==> config.mk <==
export PLATFORM = sky130hd
export DESIGN_NAME = timer_apb_sequencer
export DESIGN_NICKNAME = d
export VERILOG_FILES = /design/src/rtl/timer_pkg.sv /design/src/rtl/apb_master_if.sv /design/src/rtl/timer_apb_sequencer.sv
export SDC_FILE = /design/constraint.sdc
export NUM_CORES = 1
export LEC_CHECK = 0
export CORE_AREA = 2 2 97 99
export DETAILED_ROUTE_END_ITERATION = 7
export DIE_AREA = 0 0 99 101
export SLEW_MARGIN = 20
export SYNTH_ARGS = -nofsm -noshare
export SYNTH_HDL_FRONTEND = slang
export SYNTH_HIERARCHICAL = 1
export SYNTH_SLANG_ARGS = --single-unit
==> constraint.sdc <==
create_clock -name pclk -period 7.6 [get_ports pclk]
set_input_delay 1.52 -clock pclk [delete_from_list [all_inputs] [get_ports pclk]]
set_output_delay 1.52 -clock pclk [all_outputs]
set_load 0.01 [all_outputs]
==> src/rtl/timer_pkg.sv <==
// Shared register map, bit positions, command constants and sequencer state
// encoding for the timer APB sequencer.
package timer_pkg;

    localparam int unsigned DATA_W = 8;
    localparam int unsigned ADDR_W = 8;
    localparam int unsigned CKS_W  = 2;

    localparam logic [ADDR_W-1:0] ADDR_TDR = 8'h00;
    localparam logic [ADDR_W-1:0] ADDR_TCR = 8'h01;
    localparam logic [ADDR_W-1:0] ADDR_TSR = 8'h02;

    localparam int unsigned TCR_EN_BIT   = 4;
    localparam int unsigned TCR_DOWN_BIT = 5;
    localparam int unsigned TSR_OVF_BIT  = 0;
    localparam int unsigned TSR_UDF_BIT  = 1;

    localparam logic [DATA_W-1:0] TCR_LOAD  = 8'h80;
    localparam logic [DATA_W-1:0] TCR_PAUSE = 8'h00;
    localparam logic [DATA_W-1:0] TSR_CLEAR = 8'h00;

    typedef enum logic [3:0] {
        ST_IDLE,
        ST_WR_TDR,
        ST_WR_LOAD,
        ST_WR_RUN,
        ST_GAP,
        ST_RD_TSR,
        ST_CLR_TSR,
        ST_WR_PAUSE,
        ST_FIN
    } seq_state_e;

    function automatic logic [DATA_W-1:0] tcr_load(input logic [CKS_W-1:0] cks);
        return TCR_LOAD | DATA_W'(cks);
    endfunction

    function automatic logic [DATA_W-1:0] tcr_run(input logic down, input logic [CKS_W-1:0] cks);
        logic [DATA_W-1:0] v;
        v               = DATA_W'(cks);
        v[TCR_EN_BIT]   = 1'b1;
        v[TCR_DOWN_BIT] = down;
        return v;
    endfunction

    // Only the flag matching the count direction is an event.
    function automatic logic tsr_event(input logic [DATA_W-1:0] tsr, input logic down);
        return down ? tsr[TSR_UDF_BIT] : tsr[TSR_OVF_BIT];
    endfunction

endpackage

==> src/rtl/apb_master_if.sv <==
// Single-access APB master: SETUP then ACCESS until pready, with an access
// timeout. ack_c/err_c/rdata_c are valid in the cycle the access ends.
module apb_master_if
    import timer_pkg::*;
#(
    parameter int unsigned ACC_TIMEOUT = 32
) (
    input  logic              pclk,
    input  logic              preset,
    input  logic              req,
    input  logic              wr,
    input  logic [ADDR_W-1:0] addr,
    input  logic [DATA_W-1:0] wdata,
    output logic              ack_c,
    output logic              err_c,
    output logic [DATA_W-1:0] rdata_c,
    output logic              psel,
    output logic              penable,
    output logic              pwrite,
    output logic [ADDR_W-1:0] paddr,
    output logic [DATA_W-1:0] pwdata,
    input  logic [DATA_W-1:0] prdata,
    input  logic              pready,
    input  logic              pslverr
);

    localparam int unsigned TMO_W = $clog2(ACC_TIMEOUT + 1);

    logic              psel_q, psel_d;
    logic              penable_q, penable_d;
    logic              pwrite_q, pwrite_d;
    logic [ADDR_W-1:0] paddr_q, paddr_d;
    logic [DATA_W-1:0] pwdata_q, pwdata_d;
    logic [TMO_W-1:0]  tmo_q, tmo_d;

    // Phase is encoded by psel/penable; address and data are latched at SETUP.
    always_comb begin
        psel_d    = psel_q;
        penable_d = penable_q;
        pwrite_d  = pwrite_q;
        paddr_d   = paddr_q;
        pwdata_d  = pwdata_q;
        tmo_d     = tmo_q;
        ack_c     = 1'b0;
        err_c     = 1'b0;
        rdata_c   = prdata;
        if (!psel_q) begin
            if (req) begin
                psel_d   = 1'b1;
                pwrite_d = wr;
                paddr_d  = addr;
                pwdata_d = wr ? wdata : '0;
            end
        end else if (!penable_q) begin
            penable_d = 1'b1;
            tmo_d     = '0;
        end else if (pready) begin
            ack_c     = 1'b1;
            err_c     = pslverr;
            psel_d    = 1'b0;
            penable_d = 1'b0;
        end else if (tmo_q == TMO_W'(ACC_TIMEOUT - 1)) begin
            ack_c     = 1'b1;
            err_c     = 1'b1;
            psel_d    = 1'b0;
            penable_d = 1'b0;
        end else begin
            tmo_d = tmo_q + TMO_W'(1);
        end
    end

    always_ff @(posedge pclk or posedge preset) begin
        if (preset) begin
            psel_q    <= 1'b0;
            penable_q <= 1'b0;
            pwrite_q  <= 1'b0;
            paddr_q   <= '0;
            pwdata_q  <= '0;
            tmo_q     <= '0;
        end else begin
            psel_q    <= psel_d;
            penable_q <= penable_d;
            pwrite_q  <= pwrite_d;
            paddr_q   <= paddr_d;
            pwdata_q  <= pwdata_d;
            tmo_q     <= tmo_d;
        end
    end

    assign psel    = psel_q;
    assign penable = penable_q;
    assign pwrite  = pwrite_q;
    assign paddr   = paddr_q;
    assign pwdata  = pwdata_q;

endmodule

==> src/rtl/timer_apb_sequencer.sv <==
// Programs a timer over APB, polls its status for overflow/underflow events and
// pauses it when done. Define TIMER_SEQ_IRQ_EN to wait on irq instead of polling.
module timer_apb_sequencer
    import timer_pkg::*;
#(
    parameter int unsigned POLL_GAP    = 16,
    parameter int unsigned ACC_TIMEOUT = 32
) (
    input  logic              pclk,
    input  logic              preset,
    input  logic              start,
    input  logic              stop,
    input  logic [DATA_W-1:0] cfg_tdr,
    input  logic              cfg_down,
    input  logic [CKS_W-1:0]  cfg_cks,
    input  logic [DATA_W-1:0] cfg_count,
`ifdef TIMER_SEQ_IRQ_EN
    input  logic              irq,
`endif
    output logic              busy,
    output logic              done,
    output logic              err,
    output logic [DATA_W-1:0] event_cnt,
    output logic              psel,
    output logic              penable,
    output logic              pwrite,
    output logic [ADDR_W-1:0] paddr,
    output logic [DATA_W-1:0] pwdata,
    input  logic [DATA_W-1:0] prdata,
    input  logic              pready,
    input  logic              pslverr
);

    seq_state_e        state_q, state_d;
    logic [DATA_W-1:0] tdr_q, tdr_d;
    logic              down_q, down_d;
    logic [CKS_W-1:0]  cks_q, cks_d;
    logic [DATA_W-1:0] count_q, count_d;
    logic [DATA_W-1:0] evcnt_q, evcnt_d;
    logic              err_q, err_d;
    logic              busy_q, busy_d;
    logic              done_q, done_d;
    logic              stop_pend_q, stop_pend_d;

    logic              req_c, wr_c, ack_c, acc_err_c;
    logic [ADDR_W-1:0] addr_c;
    logic [DATA_W-1:0] wdata_c, rdata_c;
    logic              ev_c, stop_any_c, limit_c, gap_done_c;

    apb_master_if #(
        .ACC_TIMEOUT(ACC_TIMEOUT)
    ) u_apb (
        .pclk    (pclk),
        .preset  (preset),
        .req     (req_c),
        .wr      (wr_c),
        .addr    (addr_c),
        .wdata   (wdata_c),
        .ack_c   (ack_c),
        .err_c   (acc_err_c),
        .rdata_c (rdata_c),
        .psel    (psel),
        .penable (penable),
        .pwrite  (pwrite),
        .paddr   (paddr),
        .pwdata  (pwdata),
        .prdata  (prdata),
        .pready  (pready),
        .pslverr (pslverr)
    );

    assign ev_c       = tsr_event(rdata_c, down_q);
    assign stop_any_c = stop_pend_q | stop;
    assign limit_c    = (count_q != '0) && (evcnt_q == count_q);

`ifdef TIMER_SEQ_IRQ_EN
    assign gap_done_c = irq;
`else
    logic [7:0] gap_cnt_q, gap_cnt_d;

    always_comb gap_cnt_d = (state_q == ST_GAP) ? gap_cnt_q + 8'd1 : 8'd0;

    always_ff @(posedge pclk or posedge preset) begin
        if (preset) gap_cnt_q <= 8'd0;
        else        gap_cnt_q <= gap_cnt_d;
    end

    assign gap_done_c = (gap_cnt_q == 8'(POLL_GAP - 1));
`endif

    always_ff @(posedge pclk or posedge preset) begin
        if (preset) state_q <= ST_IDLE;
        else        state_q <= state_d;
    end

    // Access states advance on ack; errors and pending stops divert to the pause write.
    always_comb begin
        state_d = state_q;
        case (state_q)
            ST_IDLE:     if (start) state_d = ST_WR_TDR;
            ST_WR_TDR:   if (ack_c) state_d = (acc_err_c || stop_any_c) ? ST_WR_PAUSE : ST_WR_LOAD;
            ST_WR_LOAD:  if (ack_c) state_d = (acc_err_c || stop_any_c) ? ST_WR_PAUSE : ST_WR_RUN;
            ST_WR_RUN:   if (ack_c) state_d = (acc_err_c || stop_any_c) ? ST_WR_PAUSE : ST_GAP;
            ST_GAP: begin
                if (stop_any_c)      state_d = ST_WR_PAUSE;
                else if (gap_done_c) state_d = ST_RD_TSR;
            end
            ST_RD_TSR: begin
                if (ack_c) begin
                    if (acc_err_c || stop_any_c) state_d = ST_WR_PAUSE;
                    else if (ev_c)               state_d = ST_CLR_TSR;
                    else                         state_d = ST_GAP;
                end
            end
            ST_CLR_TSR:  if (ack_c) state_d = (acc_err_c || stop_any_c || limit_c) ? ST_WR_PAUSE : ST_GAP;
            ST_WR_PAUSE: if (ack_c) state_d = ST_FIN;
            ST_FIN:      state_d = ST_IDLE;
            default:     state_d = ST_IDLE;
        endcase
    end

    // APB request presented by each access state.
    always_comb begin
        req_c   = 1'b1;
        wr_c    = 1'b1;
        addr_c  = ADDR_TCR;
        wdata_c = '0;
        case (state_q)
            ST_WR_TDR: begin
                addr_c  = ADDR_TDR;
                wdata_c = tdr_q;
            end
            ST_WR_LOAD:  wdata_c = tcr_load(cks_q);
            ST_WR_RUN:   wdata_c = tcr_run(down_q, cks_q);
            ST_RD_TSR: begin
                wr_c   = 1'b0;
                addr_c = ADDR_TSR;
            end
            ST_CLR_TSR: begin
                addr_c  = ADDR_TSR;
                wdata_c = TSR_CLEAR;
            end
            ST_WR_PAUSE: wdata_c = TCR_PAUSE;
            default:     req_c = 1'b0;
        endcase
    end

    always_comb begin
        tdr_d       = tdr_q;
        down_d      = down_q;
        cks_d       = cks_q;
        count_d     = count_q;
        evcnt_d     = evcnt_q;
        err_d       = err_q;
        stop_pend_d = stop_pend_q;
        busy_d      = (state_d != ST_IDLE);
        done_d      = (state_d == ST_FIN);
        if (state_q == ST_IDLE) begin
            stop_pend_d = 1'b0;
            if (start) begin
                tdr_d   = cfg_tdr;
                down_d  = cfg_down;
                cks_d   = cfg_cks;
                count_d = cfg_count;
                evcnt_d = '0;
                err_d   = 1'b0;
            end
        end else if (stop) begin
            stop_pend_d = 1'b1;
        end
        if (ack_c && acc_err_c) err_d = 1'b1;
        if ((state_q == ST_RD_TSR) && ack_c && !acc_err_c && ev_c && (evcnt_q != 8'hFF))
            evcnt_d = evcnt_q + 8'd1;
    end

    always_ff @(posedge pclk or posedge preset) begin
        if (preset) begin
            tdr_q       <= '0;
            down_q      <= 1'b0;
            cks_q       <= '0;
            count_q     <= '0;
            evcnt_q     <= '0;
            err_q       <= 1'b0;
            busy_q      <= 1'b0;
            done_q      <= 1'b0;
            stop_pend_q <= 1'b0;
        end else begin
            tdr_q       <= tdr_d;
            down_q      <= down_d;
            cks_q       <= cks_d;
            count_q     <= count_d;
            evcnt_q     <= evcnt_d;
            err_q       <= err_d;
            busy_q      <= busy_d;
            done_q      <= done_d;
            stop_pend_q <= stop_pend_d;
        end
    end

    assign busy      = busy_q;
    assign done      = done_q;
    assign err       = err_q;
    assign event_cnt = evcnt_q;

endmodule

Word-level counts from Yosys, hierarchy flattened

Cells that the tools add are included.

Reduce and logical (&&, ||, !) cells: 24
Add/subtract/negate cells: 3
Mux-type cells: 46
Eq/ne operators: 14
Bitwise logic cells: 2

Operators by type and width:

| operator              | count |
|---|---|
| $mux W8               | 5 |
| $mux W4               | 9 |
| $pmux W4 S8           | 1 |
| $pmux W8 S3           | 1 |
| $mux W1               | 20 |
| $mux W6               | 3 |
| $add A8 B1 Y8 const B | 2 |
| $eq A4 B3 Y1 const B  | 4 |
| $reduce_bool A2 Y1    | 5 |
| $eq A4 B2 Y1 const B  | 2 |
| $eq A8 B4 Y1 const B  | 1 |
| $eq A8 B8 Y1          | 1 |
| $mux W2               | 4 |
| $ne A8 B8 Y1 const B  | 1 |
| $reduce_and A2 Y1     | 4 |
| $reduce_bool A8 Y1    | 1 |
| $add A6 B1 Y6 const B | 1 |
| $eq A6 B5 Y1 const B  | 1 |
| $logic_and A1 B1 Y1   | 6 |
| $mux W3               | 2 |
| $reduce_or A6 Y1      | 1 |
| $eq A4 B1 Y1 const B  | 1 |
| $eq A4 B4 Y1 const B  | 1 |
| $logic_not A4 Y1      | 1 |
| other kinds (9)       | 11 |

Bits of input ports: 33
Output and inout port bits: 30
Bits in registers: 68
Logic and storage cells: 106

Depth between registers and ports, before layout

Depth after elaboration: 11
Depth in mapped cells: 10
Depth with buffers taken out: 9

By module

The synthesis kept the hierarchy.

By module, submodules not included:

| module              | times used | seq. area each (um2) | cells an instance | area each (um2) |
|---|---|---|---|---|
| timer_apb_sequencer | 1          | 1076.0               | 244               | 2244.7 |
| apb_master_if       | 1          | 625.6                | 115               | 1267.5 |

Worst setup path after synthesis

OpenSTA, ideal clock, no wires.

Kind: input -> register
From: input pready
To: register evcnt_q[2] (netlist: event_cnt[2])
Path buffers: 2
Data required time: 7.521 ns
Library setup time: 0.079 ns
Arrival: 3.507 ns
Cell stages on the path: 9
Slack: 4.013 ns
Path through: clkbuf_2 > a21oi_4 > nor2_1 > nand4bb_1 > or4b_4 > a31oi_2 > buf_4 > mux2_2 > mux2i_1

Cells in the longest elaborated chain, start to end: 9
Elaborated cells on any way between the ends: 15
Those cells by class: mux (7); reduce/logical (8)

Ends and longest elaborated chain:

| what                                 | line                       | source |
|---|---|---|
| start: declaration                   | timer_apb_sequencer.sv:30  | `input logic pready,` |
| $mux W1 (*)                          | apb_master_if.sv:57        | `end else if (pready) begin` |
| $mux W1 (*)                          | apb_master_if.sv:54        | `end else if (!penable_q) begin` |
| $mux W1 (*)                          | apb_master_if.sv:47        | `if (!psel_q) begin` |
| net ack_c                            | timer_apb_sequencer.sv:45  | `logic req_c, wr_c, ack_c, acc_err_c;` |
| $logic_and A1 B1 Y1 (*) (4 in a row) | timer_apb_sequencer.sv:172 | `if ((state_q == ST_RD_TSR) && ack_c && !acc_err_c && ev_c && (evcnt_q != 8'hFF))` |
| $reduce_bool A2 Y1 (no line)         | --                         |  |
| $reduce_and A2 Y1 (no line)          | --                         |  |
| end signal: assignment               | timer_apb_sequencer.sv:192 | `evcnt_q <= evcnt_d;` |
| end: declaration                     | timer_apb_sequencer.sv:39  | `logic [DATA_W-1:0] evcnt_q, evcnt_d;` |

The timed path passes the listed nets; every way through them passes the cells marked *.
A chain may end at the register's enable or synchronous reset.

Worst setup path after layout

From: input pready
To: register evcnt_q[5] (netlist: event_cnt[5])

Same word-level chain as after synthesis.

==> qor.txt <==
Fin Setup TNS: 0 ns
Row count: 35
Via density: 5.06
Leakage: 1.93 nW
Synth Warn #: 6
R2R Setup Slk: 4.35 ns
Synth Instances: 353
Slew Viols, Final: 0
DRT iter0 DRCs: 137
Final Cycle Share: 0.551
Max_slew headroom: 0.368
Pin count of the biggest net entering global routing: 44
Status: completed
Max IR drop VDD: 0.000133 V
Met2 WL: 3.46 mm
P per Cell Area: 347 nW/um^2
Maximum operating frequency: 0.239 GHz
Hold Crit Class: reg2reg
Final net count: 440
Final Cell Area: 4290 um^2
Die Height: 101 um
Met1 Wirelength: 3.49 mm
Remaining DRCs: 0
Die area: 10000 um^2
Post-CTS setup buffer count: 0
Initial antenna violation count: 0
Total GRT Usage: 0.159
Worst skew pair latency: 0.35 ns
Starting Density: 0.386
DR top layer: met4
Dpl ws: 3.06 ns
Vias in the first global route: 2650
Worst-path fanout max: 11
Cell Chain, Critical Path: clkdlybuf4s50_1 > a21oi_4 > nor2_1 > nand4bb_1 > or4b_4 > a31oi_2 > mux2_2 > mux2i_1
Arrival @ worst endpoint: 4.47 ns
Placed Area: 4070 um^2
Crit-path max cell delay: 0.66 ns
First-pass GRT wire length: 12.7 mm
Final hold vios: 0
Max Cap Viol: 0
Clk root buf: clkbuf_8
RR Endpoint: event_cnt[5]
Family with the most delay on the worst path: simple AND/OR/NAND/NOR gates
Total gr overflow: 0
Clk_skew: 0.00995 ns
Max clock buf depth: 2
Routed vias: 2632
Finished Layout Cells: 520
CP bufs+invs: 1
Kind of critical path: in2reg
WL per Instance: 14.1 um
Layout area overhead: 23.8%
PortBufs: 56
Element type at the critical path start: input port
Unrepaired setup endpoints after global routing: no
Routed Antenna Nets: 0
DR pass1 iterations: 4
Mean Syn Cell Area: 9.82 um^2
Worst Hold Depth: 1
HP Start: gap_cnt_q[0]
Post-cts sizing count: 0
Routability cong.: 0.803
Share of cells above drive strength 1: 0.112
R2r startpoint: u_apb/tmo_q[0]
Count of final setup violators: 0
Met3 wire length: 296 um
Slew @ Worst Pin: 0.947 ns
CTS Sinks: 68
Post-placement cell count: 504
Hold buffers post-CTS: 0
Tmin final: 4.19 ns
CTS tree: yes
# H-tree levels: 3
Chip Width: 99 um
Cell area after synthesis: 3470 um^2
Reg clk slew, reported paths: 0.08 ns
Finished Core Util: 0.478
Layout fillers: 854
DPL Wire Length: 5.12 mm
Crit. End Element: register
Crit-path slowest cell: clkdlybuf4s50_1
Top-Level Pins: 63
Register-to-Register Path Depth: 9
Antenna cells: 0
Endpoint, Worst Hold: gap_cnt_q[0]
Core Region: 8980 um^2
Drt total wl: 7.32 mm
CTS buffer count: 9
Final WS setup: 3.41 ns
Required @ worst endpoint: 7.88 ns
-- worst max path at each step --
stage / start / end / cells after the start
after global routing: pready / event_cnt[5] / 8
after global placement: pready / event_cnt[2] / 8
final: pready / event_cnt[5] / 8
after detailed placement: pready / event_cnt[5] / 8
after CTS: pready / event_cnt[5] / 8
after floorplan: pready / event_cnt[2] / 9
-- layer usage --
layer,vias up,global-route usage
li1,1308,-
met1,1267,0.207
met2,48,0.252
met3,9,0.0423
met4,0,0.0643
met5,-,0
-- flip-flops by register name, indices dropped and copies added, names as in the netlist, 4 cells and up --
register and cells:
count_q 8, event_cnt 8, gap_cnt_q 8, state_q 4, tdr_q 8, u_apb/paddr 8, u_apb/pwdata 8, u_apb/tmo_q 6
-- per-stage QoR --
step	total power (W)	hold WS, ns
global placement	0.00116	0.447
global route	0.00160	0.504
detailed placement	0.00117	0.453
finish	0.00149	0.466
CTS	0.00150	0.466
floorplan	0.000974	0.425
-- report_power, final --
part / switching [W] / internal (W)
registers: 0.000132 / 0.000480
logic: 0.000258 / 0.000287
clock network: 0.000139 / 0.000192
total: 0.000529 / 0.000959
-- cell usage in the layout (no fill, tap or decap), types with 6 or more instances in the layout --
| master | count |
|---|---|
| and3_1 | 14 |
| clkbuf_8 | 10 |
| clkdlybuf4s50_1 | 56 |
| conb_1 | 6 |
| dfrtp_1 | 68 |
| inv_1 | 6 |
| mux2_2 | 10 |
| mux2i_1 | 7 |
| nand2_1 | 87 |
| nor2_1 | 21 |
| o21ai_0 | 10 |
| o21ai_1 | 6 |
| xnor2_1 | 12 |
-- cell type report --
type,instances,area [um^2],area share
sequential,68,1700,0.397
multi-input combinational,262,1640,0.383
timing repair buffer,57,568,0.132
clock buffer,11,141,0.0329
tap,111,139,0.0324
clock inverter,5,75.1,0.0175
inverter,6,22.5,0.00525
Power figures use the tool's default switching activity.
